===== src/rtl/fetch_unit_pkg.sv =====
// Shared fetch-stage constants: PC-source codes (also used by the PC-source
// control block), default bubble encoding and the sequential PC increment.
package fetch_unit_pkg;

  typedef enum logic [1:0] {
    PCSRC_SEQ  = 2'b00,
    PCSRC_JUMP = 2'b01,
    PCSRC_JR   = 2'b10,
    PCSRC_RSVD = 2'b11
  } pcsrc_e;

  localparam logic [31:0] NOP_INST_DEF = 32'h0000_0000;
  localparam int unsigned PC_INC       = 4;

endpackage


===== src/rtl/fetch_next_pc.sv =====
// Next-PC selection for the fetch stage: sequential, J/CALL target, or
// word-aligned JR target. Also flags whether the selection is a redirect.
module fetch_next_pc
  import fetch_unit_pkg::*;
#(
  parameter int PC_WIDTH = 32
) (
  input  logic [PC_WIDTH-1:0] pc,
  input  logic [1:0]          pc_src,
  input  logic [PC_WIDTH-1:0] jump_target,
  input  logic [PC_WIDTH-1:0] jr_target,
  output logic [PC_WIDTH-1:0] next_pc,
  output logic                taken
);

  always_comb begin
    next_pc = pc + PC_WIDTH'(PC_INC);
    taken   = 1'b0;
    case (pc_src)
      PCSRC_JUMP: begin
        next_pc = jump_target;
        taken   = 1'b1;
      end
      PCSRC_JR: begin
        // Low two bits of a register target are dropped, not trapped.
        next_pc = jr_target & ~PC_WIDTH'(3);
        taken   = 1'b1;
      end
      default: ;
    endcase
  end

endmodule


===== src/rtl/fetch_unit.sv =====
// Instruction-fetch stage: owns the PC, drives a 1-cycle synchronous imem,
// fills IF/ID and kills the two wrong-path slots behind a taken redirect.
module fetch_unit
  import fetch_unit_pkg::*;
#(
  parameter int                    PC_WIDTH   = 32,
  parameter int                    INST_WIDTH = 32,
  parameter logic [PC_WIDTH-1:0]   RESET_PC   = '0,
  parameter logic [INST_WIDTH-1:0] NOP_INST   = INST_WIDTH'(NOP_INST_DEF),
  parameter int                    CNT_WIDTH  = 16
) (
  input  logic                  clk,
  input  logic                  reset,
  input  logic [1:0]            pc_src,
  input  logic [PC_WIDTH-1:0]   jump_target,
  input  logic [PC_WIDTH-1:0]   jr_target,
  input  logic                  stall,
  output logic [PC_WIDTH-1:0]   imem_addr,
  output logic                  imem_en,
  input  logic [INST_WIDTH-1:0] imem_rdata,
  output logic [INST_WIDTH-1:0] if_id_inst,
  output logic [PC_WIDTH-1:0]   if_id_pc,
  output logic [PC_WIDTH-1:0]   if_id_pc_plus4,
  output logic                  if_id_valid,
  output logic [CNT_WIDTH-1:0]  redirect_count
);

  logic [PC_WIDTH-1:0] pc_p0;
  logic [PC_WIDTH-1:0] req_pc_p1;
  logic                vld_p1;
  logic [PC_WIDTH-1:0] next_pc;
  logic                taken;
  logic                redirect;

  function automatic logic [CNT_WIDTH-1:0] sat_inc(input logic [CNT_WIDTH-1:0] c);
    return (&c) ? c : c + CNT_WIDTH'(1);
  endfunction

  fetch_next_pc #(
    .PC_WIDTH (PC_WIDTH)
  ) u_next_pc (
    .pc          (pc_p0),
    .pc_src      (pc_src),
    .jump_target (jump_target),
    .jr_target   (jr_target),
    .next_pc     (next_pc),
    .taken       (taken)
  );

  // Stall outranks any redirect request.
  assign redirect  = taken & ~stall;
  assign imem_addr = pc_p0;
  assign imem_en   = ~stall;

  always_ff @(posedge clk or posedge reset) begin
    if (reset) begin
      pc_p0          <= RESET_PC;
      req_pc_p1      <= RESET_PC;
      vld_p1         <= 1'b0;
      if_id_inst     <= NOP_INST;
      if_id_pc       <= '0;
      if_id_pc_plus4 <= '0;
      if_id_valid    <= 1'b0;
      redirect_count <= '0;
    end else if (!stall) begin
      // p0 -> p1: issue fetch at pc_p0; a redirect kills it
      pc_p0     <= next_pc;
      req_pc_p1 <= pc_p0;
      vld_p1    <= ~redirect;
      // p1 -> IF/ID: capture returning data, killed or bubble slots become NOP
      if_id_pc       <= req_pc_p1;
      if_id_pc_plus4 <= req_pc_p1 + PC_WIDTH'(PC_INC);
      if (redirect || !vld_p1) begin
        if_id_inst  <= NOP_INST;
        if_id_valid <= 1'b0;
      end else begin
        if_id_inst  <= imem_rdata;
        if_id_valid <= 1'b1;
      end
      if (redirect) redirect_count <= sat_inc(redirect_count);
    end
  end

endmodule

===== config.mk =====
export PLATFORM = sky130hd
export DESIGN_NAME = fetch_unit
export DESIGN_NICKNAME = d
export VERILOG_FILES = /design/src/rtl/fetch_unit_pkg.sv /design/src/rtl/fetch_next_pc.sv /design/src/rtl/fetch_unit.sv
export SDC_FILE = /design/constraint.sdc
export NUM_CORES = 1
export LEC_CHECK = 0
export ABC_CLOCK_PERIOD_IN_PS = 7600
export CORE_MARGIN = 3
export CORE_UTILIZATION = 47
export CTS_BUF_LIST = sky130_fd_sc_hd__clkbuf_4 sky130_fd_sc_hd__clkbuf_8 sky130_fd_sc_hd__clkbuf_16
export DETAILED_ROUTE_END_ITERATION = 10
export GPL_TIMING_DRIVEN = 0
export HOLD_SLACK_MARGIN = 0.02
export PLACE_DENSITY = 0.8
export SYNTH_ARGS = -nofsm -noshare
export SYNTH_HDL_FRONTEND = slang
export SYNTH_SLANG_ARGS = --single-unit

===== constraint.sdc =====
create_clock -name clk -period 7.6 [get_ports clk]
set_clock_uncertainty 0.05 [all_clocks]
set_input_delay 1.14 -clock clk [delete_from_list [all_inputs] [get_ports clk]]
set_output_delay 1.14 -clock clk [all_outputs]
set_load 0.01 [all_outputs]

# --- Yosys cells after proc, flatten, opt, wreduce, memory -nomap -nowiden ---
# Index checks and enable logic that the tools add are counted.
word_totals:
  ff_bits: 178
  wordCells: 26
  output_inout_bits: 146
  in_bits: 101
op_classes:
  n_eq_ne: 2
  mux: 4
  add_sub_neg: 3
  reduce_logical: 5
  n_bitwise: 4
op_table:
  columns: ["cell", "n"]
  rows:
  - ["32-bit by 3-bit adder with 32-bit output (second input constant)", 2]
  - ["32-bit case mux with 2 select lines", 1]
  - ["32-bit two-way mux", 1]
  - ["16-bit by 1-bit adder with 16-bit output (second input constant)", 1]
  - ["16-bit AND reduction", 1]
  - ["1-bit NOT", 3]
  - ["3-bit AND reduction", 1]
  - ["2-bit by 1-bit equality test with 1-bit output (second input constant)", 1]
  - ["2-bit equality test (second input constant)", 1]
  - ["1-bit two-way mux", 2]
  - ["2-bit OR reduction", 1]
  - ["1-bit AND", 1]
  - ["1-bit logical NOT", 1]
  - ["1-bit logical OR", 1]

# --- Longest topological paths before layout ---
# Gate-level depths: netlist of run 1.
depth:
  ltp_word: 6
  mapped_depth: 8
  ltp_nobuf: 7

# --- Cells and area by module ---
# Synthesis of run 1 repeated with hierarchy kept, for this count alone.
unflattened:
  hier_cells: 774
  area_unflattened_um2: 8524.4
by_module_without_submodules:
  columns: ["mod", "cells_per_inst", "area_per_inst_um2", "n_inst", "seq_area_each_um2"]
  rows:
  - ["fetch_unit", 582, 7312.0, 1, 4404.2]
  - ["fetch_next_pc", 192, 1212.4, 1, 0.0]

# --- Worst setup path before layout of run 1 ---
# No wires, ideal clock.
synth_timing:
  path_kind: "input-to-reg"
  startpoint: "in pc_src[0]"
  endpoint: "reg redirect_count[1]"
  path_buffers: 1
  slack_ps: 4861
  t_arrival_ps: 2564
  required_time_ps: 7425
  setup_ps: 125
  path_stages: 7
  cell_sequence: "inv_1 -> ha_1 -> clkbuf_1 -> inv_1 -> nand2_1 -> a31oi_1 -> mux2_2"
synth_between:
  elab_chain_len: 5
  word_cells_on_any_way: 6
  classes_between: "2 x eq/ne; 1 x mux; 1 x bitwise; 2 x reduce/logical"
synth_lines:
  columns: ["element", "line_no", "text"]
  rows:
  - ["start, declared", "fetch_unit.sv:14", "input logic [1:0] pc_src,"]
  - ["2-bit by 1-bit equality test with 1-bit output / 2-bit equality test (equally long branches)", "fetch_next_pc.sv:19", "case (pc_src)"]
  - ["2-bit OR reduction (no line) (*)", null, null]
  - ["1-bit two-way mux (*)", "fetch_next_pc.sv:19", null]
  - ["1-bit AND (*)", "fetch_unit.sv:51", "assign redirect = taken & ~stall;"]
  - ["3-bit AND reduction (no line) (*)", null, null]
  - ["end signal, assigned", "fetch_unit.sv:80", "if (redirect) redirect_count <= sat_inc(redirect_count);"]
  - ["end, declared", "fetch_unit.sv:25", "output logic [CNT_WIDTH-1:0] redirect_count"]
# Mark *: on every way between the ends. The rest lies on a longest branch, timed or not.
# A chain may end at the register's enable or synchronous reset.

# --- Worst setup path after layout of run 1 ---
layout_timing:
  startpoint: "in stall"
  endpoint: "out imem_en"
layout_between:
  elab_chain_len: 1
layout_lines:
  columns: ["element", "line_no", "text"]
  rows:
  - ["start, declared", "fetch_unit.sv:17", "input logic stall,"]
  - ["1-bit NOT (no line)", null, null]
  - ["end, declared", "fetch_unit.sv:19", "output logic imem_en,"]
# No other way between the ends.

==> results.md, run 1 <==
- Final antenna diode count: 0
- Cell area after layout: 0.01146 mm²
- Root buf cell: clkbuf_16
- GRT Total Usage: between 20% and 30%
- GRT overflow: 0
- Finished Core Util: 68.38%
- Max-slew headroom: around 46%
- Most common cell after layout, fill and taps aside: clkdlybuf4s50_1
- Critical Path RT: 6410 ps
- Nets: 1076
- Initial antenna violation count: 0
- Synth warnings: 0
- Sequential Power Share: 43.8%
- Unique masters post-synth: 55
- Max Buffers Root-to-Sink: 2
- Post-Route WL: 25140 µm
- Final Total Pwr: between 2 and 3 mW
- Die area: 0.01891 mm²
- Status: finished, final reports clean
- R2R Setup Slk: 5450 ps
- VDD IR max: approximately 0.00016 V
- Most frequent cells in the layout: clkdlybuf4s50_1, dfrtp_1, mux2_2, nand2_1, a22o_1
- Drt wl/cell: roughly 21 µm
- Starting Density: 48.50%
- CTS Sinks: 176
- Final Hold Fails: 0
- Die Ht: approximately 140 µm
- Final min period: 4240 ps
- Portion of total power attributed to the clock network: 29.3%
- Via count: slightly below 7000
- Vias in the first global route: ~7000
- Ys async rst share: between 90% and 100%
- Leading area contributor after synthesis: dfrtp_1
- CP Capture Type: primary output
- Synth-to-layout area growth: 40.97%
- # rows: 47
- Fin cells: 1203
- WP data arrival: a little over 3000 ps
- Combinational power share: 27.0%
- Placeable Area: 0.01676 mm²
- Post-CTS Setup Bufs: 0
- First-pass DRT Iterations: 5
- # hold bufs at CTS: 0
- # IOs: 247
- Syn nets: 812
- CTS clk-pin slew, worst paths: 70 ps
- Top FF cell, synth: dfrtp_1
- Post-DRT Antenna Nets: 0
- Hold Crit Start: vld_p1
- Synth top area cells: dfrtp_1, mux2_2, a22o_1
- Setup TNS: 0 ps
- Type of the worst setup path: in2out
- Post-Syn Area: a little over 0.008 mm²
- Synthesized flop and latch total: about 180
- DP Cell Count: 1171
- Post-synth top area share: between 50% and 60%
- Pwr dens: 257.0 mW/mm²
- Crit start category: input pin
- Sequential area share after synthesis: 54.18%
- Max-cap viol count: 0
- Worst R2R Path Depth: 5
- Worst skew pair latency: 430 ps
- Die extent in x: between 100 and 150 µm
- Largest net degree at the start of global routing: 93
- Internal Power: between 2 and 2.5 mW
- DRC viols: 0
- Tightest Hold Check Type: reg2reg
- Synth Instances: between 700 and 800
- Reg-to-Reg End: if_id_pc_plus4[31]
- Static leakage: 4.822 nW
- Sw Share: 30.67%
- Detailed Route Iter0 Violations: about 470
- Fmax: 235.8 MHz
- Layout cells sized above 1: between 10% and 20%
- Hold endpoint: vld_p1
- Port buffer count: 244
- TritonCTS clock tree: built
- Fin crit share: about 56%
- Reg2Reg Launch Point: req_pc_p1[4]
- Post-CTS sizing: 0
- DP Area: 0.01088 mm²
- Hold Path Depth: 1
- RSZ-0062 raised after global routing: no
- First-pass GRT wire length: slightly below 40000 µm
- GPL Wtd Cong: 0.8946
- Crit-path max FO: 10
- DR vias/cell: about 5.8
- P_sw: 0.9034 mW
- Slew @ Worst Pin: between 800 and 900 ps
- H-tree lvl count: 4
- CTS buffer count: 17
- HPWL Detailed: roughly 19000 µm
- Syn avg cell area: 11.51 µm²
- Finish-stage setup viols: 0
- Max Transition Viols Final: 0
- Post-synth EDFFs: 0
## layout make-up
type	instances	area, µm²
fill	1315	5300
sequential	176	4404
multi-input combinational	464	3448
timing repair buffer	245	2470
clock buffer	19	452.9
tap	220	275.3
buffer	49	212.7
clock inverter	13	125.1
inverter	17	71.32
## stage by stage
stage | worst slack, ps | hold WS, ps
6_report | 3360 | 428.4
5_1_grt | 3290 | 451.9
4_1_cts | 3380 | 431.4
3_5_place_dp | 3397 | 415.8
3_3_place_gp | -627.1 | 404.9
2_1_floorplan | 1636 | 396.7
## power groups by stage
stage	combinational, mW	clock, mW	sequential (mW)
3_5_place_dp	0.799	0	1.30
3_3_place_gp	0.781	0	1.30
4_1_cts	0.802	0.872	1.29
2_1_floorplan	0.303	0	1.33
5_1_grt	0.860	0.909	1.32
6_report	0.795	0.862	1.29
## Yosys cell counts, types with 4 or more instances
cell	number
mux2i_1	13
xnor2_1	21
o22a_1	16
buf_2	10
a22oi_1	8
a21o_1	4
a22o_1	33
and3_1	18
nor2b_1	4
mux2_2	58
ha_1	5
nand4_1	15
xor2_1	9
o22ai_1	4
a221oi_1	22
a21oi_1	28
and4_1	4
a41oi_1	6
and2_1	4
nor2_1	22
nand2_1	51
buf_4	4
nand3_1	26
o21a_1	4
a31oi_1	17
clkbuf_1	24
buf_1	10
o21ai_0	30
dfrtp_1	176
inv_1	17
## cell families after synthesis
family,synth area share (%)
AND/OR/NAND/NOR,12.02
buffers and inverters,3.402
flip-flops,54.18
AO/OA/AOI/OAI,16.76
adder cells (fa/ha/maj),0.7696
multiplexers,9.635
XOR/XNOR,3.232
## metal layers
metal | share of wire (%) | global-route usage (%)
met1 | 40 | 34.61
met2 | 48 | 43.66
met3 | 11 | 9.825
met4 | 1.4 | 6.818
met5 | 0 | 0
## worst max-delay path: stages
cell,delay [ps]
clkdlybuf4s50_1,600
inv_1,190
clkbuf_1,460
clkdlybuf4s50_1,650
## registers in the layout, summed over array words and instances, names as in the netlist
signal and cells:
vld_p1 1, req_pc_p1 32, if_id_pc 32, imem_addr 32, if_id_pc_plus4 30, redirect_count 16
if_id_valid 1, if_id_inst 32
## how the worst max path moves through the flow
stage / from / endpoint / slack [ps] / cells after the start
final: stall / imem_en / 3360 / 4
after global routing: stall / imem_en / 3290 / 4
after CTS: stall / imem_en / 3380 / 4
after detailed placement: stall / imem_en / 3400 / 4
after global placement: reset / if_id_pc[19] / -630 / 2
after floorplan: reset / if_id_inst[0] / 1640 / 1
Power figures use the tool's default switching activity.
==> inputs of run 2 (changes only) <==
ABC_CLOCK_PERIOD_IN_PS = 4000   (was 7600)
clock period = 4 ns   (was 7.6 ns; I/O delays follow)
==> run 2 against run 1 <==
Clock-buffer cell count unchanged. Die area unchanged. Final area up 0.29%. Worst setup slack worse by 2400 ps. Cell count up 0.25%. Critical path type unchanged. Largest power group unchanged.
==> results.md, run 2 (synthesis results as in run 1) <==
- Nets: 1079 (was 1076)
- Max Transition Viols Final: 0 (unchanged)
- Wl on met1: 10020 µm (was 10120 µm)
- Post-CTS sizing: 0 (unchanged)
- Layout cells sized above 1: 12.68% (was 12.41%)
- GRT Total Usage: 28.02% (was 27.00%)
- Root buf cell: clkbuf_16 (unchanged)
- DR WL met2: 12610 µm (was 11970 µm)
- Max layer used: met4 (unchanged)
- DP Cell Count: 1174 (was 1171)
- Initial antenna violation count: 0 (unchanged)
- Static leakage: 4.833 nW (was 4.822 nW)
- Final antenna diode count: 0 (unchanged)
- First-pass DRT Iterations: 5 (unchanged)
- CTS clk-pin slew, worst paths: 70 ps (about the same)
- Status: finished, final reports clean (unchanged)
- # IOs: 247 (unchanged)
- Fmax: 327.8 MHz
- Fin cells: 1206 (was 1203)
- Most frequent cells in the layout: clkdlybuf4s50_1, dfrtp_1, mux2_2, nand2_1, a22o_1 (unchanged)
- Die extent in x: 137.5 µm (unchanged)
- R2R Setup Slk: 1840 ps (was 5450 ps)
- # rows: 47 (unchanged)
- Setup TNS: 0 ps (unchanged)
- Final Hold Fails: 0 (unchanged)
- Max Buffers Root-to-Sink: 2 (unchanged)
- Worst skew pair latency: 430 ps (about the same)
- CTS Sinks: 176 (unchanged)
- Max-slew headroom: 39.12% (was 45.59%)
- Starting Density: 48.50% (unchanged)
- Sw Share: 30.69% (was 30.67%)
- CP Capture Type: primary output (unchanged)
- P_sw: 1.714 mW (was 0.9034 mW)
- Fill cell count: 1346 (was 1315)
- DRC viols: 0 (unchanged)
- Max-cap viol count: 0 (unchanged)
- H-tree lvl count: 4 (unchanged)
- Type of the worst setup path: in2out (unchanged)
- Port buffer count: 244 (unchanged)
- Fin crit share: 76.27%
- Finish-stage setup viols: 0 (unchanged)
- Combinational power share: 27.4% (was 27.0%)
- Crit start category: input pin (unchanged)
- Final min period: around 3000 ps
- Largest net degree at the start of global routing: 43 (was 93)
- CTS buffer count: 17 (unchanged)
- Most common cell after layout, fill and taps aside: clkdlybuf4s50_1 (unchanged)
- Finished Core Util: 68.58% (was 68.38%)
- Portion of total power attributed to the clock network: 28.7% (was 29.3%)
- Detailed Route Iter0 Violations: 443 (was 466)
- Hold_ws: 428.3 ps (was 428.4 ps)
- RSZ-0062 raised after global routing: no (unchanged)
- Post-CTS Setup Bufs: 0 (unchanged)
- Post-Route WL: 25940 µm (was 25140 µm)
- Sequential Power Share: 43.9% (was 43.8%)
- Post-DRT Antenna Nets: 0 (unchanged)
- Crit-path max FO: 10 (unchanged)
- Slew @ Worst Pin: 911.3 ps (was 816.2 ps)
- WP data arrival: 2400 ps (was 3050 ps)
- Storage cell area: 0.004404 mm² (unchanged)
- Drt wl/cell: 21.51 µm (was 20.90 µm)
- Die Ht: 137.5 µm (unchanged)
- Met3 WL: 2699 µm (was 2697 µm)
- Placeable Area: 0.01676 mm² (unchanged)
- Pwr dens: 486.0 mW/mm² (was 257.0 mW/mm²)
- Tightest Hold Check Type: reg2reg (unchanged)
- DR vias/cell: 5.857 (was 5.753)
- Via count: 7064 (was 6921)
- Area of the multi-input gates: 0.003448 mm² (unchanged)
- HPWL Detailed: 19250 µm (was 18690 µm)
- Die area: 0.01891 mm² (unchanged)
- Vias in the first global route: 7232 (was 6856)
- Internal Power: 3.872 mW (was 2.042 mW)
- Critical Path RT: 3350 ps (was 6410 ps)
- GRT overflow: 0 (unchanged)
- # hold bufs at CTS: 0 (unchanged)
- VDD IR max: 0.0003151 V (was 0.0001612 V)
- TritonCTS clock tree: built (unchanged)
- Synth-to-layout area growth: 41.39% (was 40.97%)
- GPL Wtd Cong: 0.8782 (was 0.8946)
- First-pass GRT wire length: 40250 µm (was 38600 µm)
run 2: cell types whose count changed in the layout (fill, tap and decap cells not counted), sizes merged:
| cell | change |
|---|---|
| inv | -4 |
| clkinvlp | +2 |
| buf | +3 |
| clkinv | +2 |
run 2: metal layers:
metal	GRT usage, %	vias up
met3	9.496	44
met2	46.31	330
met5	0	-
met4	10.31	0
met1	34.09	3499
li1	-	3191
run 2: worst max-delay path: stages:
cell	delay [ps]
clkdlybuf4s50_1	550
inv_1	160
clkbuf_1	440
clkdlybuf4s50_1	650
run 2: path summary, 6_finish.rpt:
path                                           end    startpoint  cells past startpoint
worst max register to register  if_id_pc_plus4[31]  req_pc_p1[4]                      5
worst max-delay path                       imem_en         stall                      4
max in group asynchronous             if_id_pc[21]         reset                      4
min in group asynchronous       redirect_count[11]         reset                      2
worst min register to register        if_id_pc[18]  if_id_pc[18]                      1
worst min-delay path                  if_id_pc[18]  if_id_pc[18]                      1
run 2: through the flow:
stage,power [mW],setup slack (ps),instance area (µm²)
final,5.586,949.0,11490
after global routing,5.846,885.2,11490
after CTS,5.613,968.2,11490
after detailed placement,4.004,851.3,10930
after global placement,3.952,-336.7,10850
after floorplan,3.101,1097,8133
run 2: layout make-up:
cell class                 count  area share, %
buffer                        49          1.851
clock buffer                  19          3.941
clock inverter                13         0.9580
inverter                      17         0.5879
multi-input combinational    464          30.00
sequential                   176          38.32
tap                          220          2.395
timing repair buffer         248          21.95
run 2: power by group through the flow:
| stage | clock network [mW] | registers (mW) | logic [mW] |
|---|---|---|---|
| 3_3_place_gp | 0 | 2.46 | 1.49 |
| 2_1_floorplan | 0 | 2.52 | 0.576 |
| 4_1_cts | 1.62 | 2.45 | 1.54 |
| 5_1_grt | 1.69 | 2.50 | 1.65 |
| 6_report | 1.60 | 2.45 | 1.53 |
| 3_5_place_dp | 0 | 2.47 | 1.53 |
==> inputs of run 3 (changes only) <==
ABC_CLOCK_PERIOD_IN_PS = 2850   (was 4000)
clock period = 2.85 ns   (was 4 ns; I/O delays follow)
==> results of run 3 <==
Same layout as run 2 (identical final DEF). Status: finished, final reports clean.
Among the figures that moved: setup slack after placement 851.3 ps -> -126.2 ps; setup slack after layout 949.0 ps -> 144.0 ps; register-to-register setup slack 1840 ps -> 690 ps; total power 5.586 mW -> 7.840 mW; worst IR drop on VDD 0.0003151 V -> 0.0004422 V
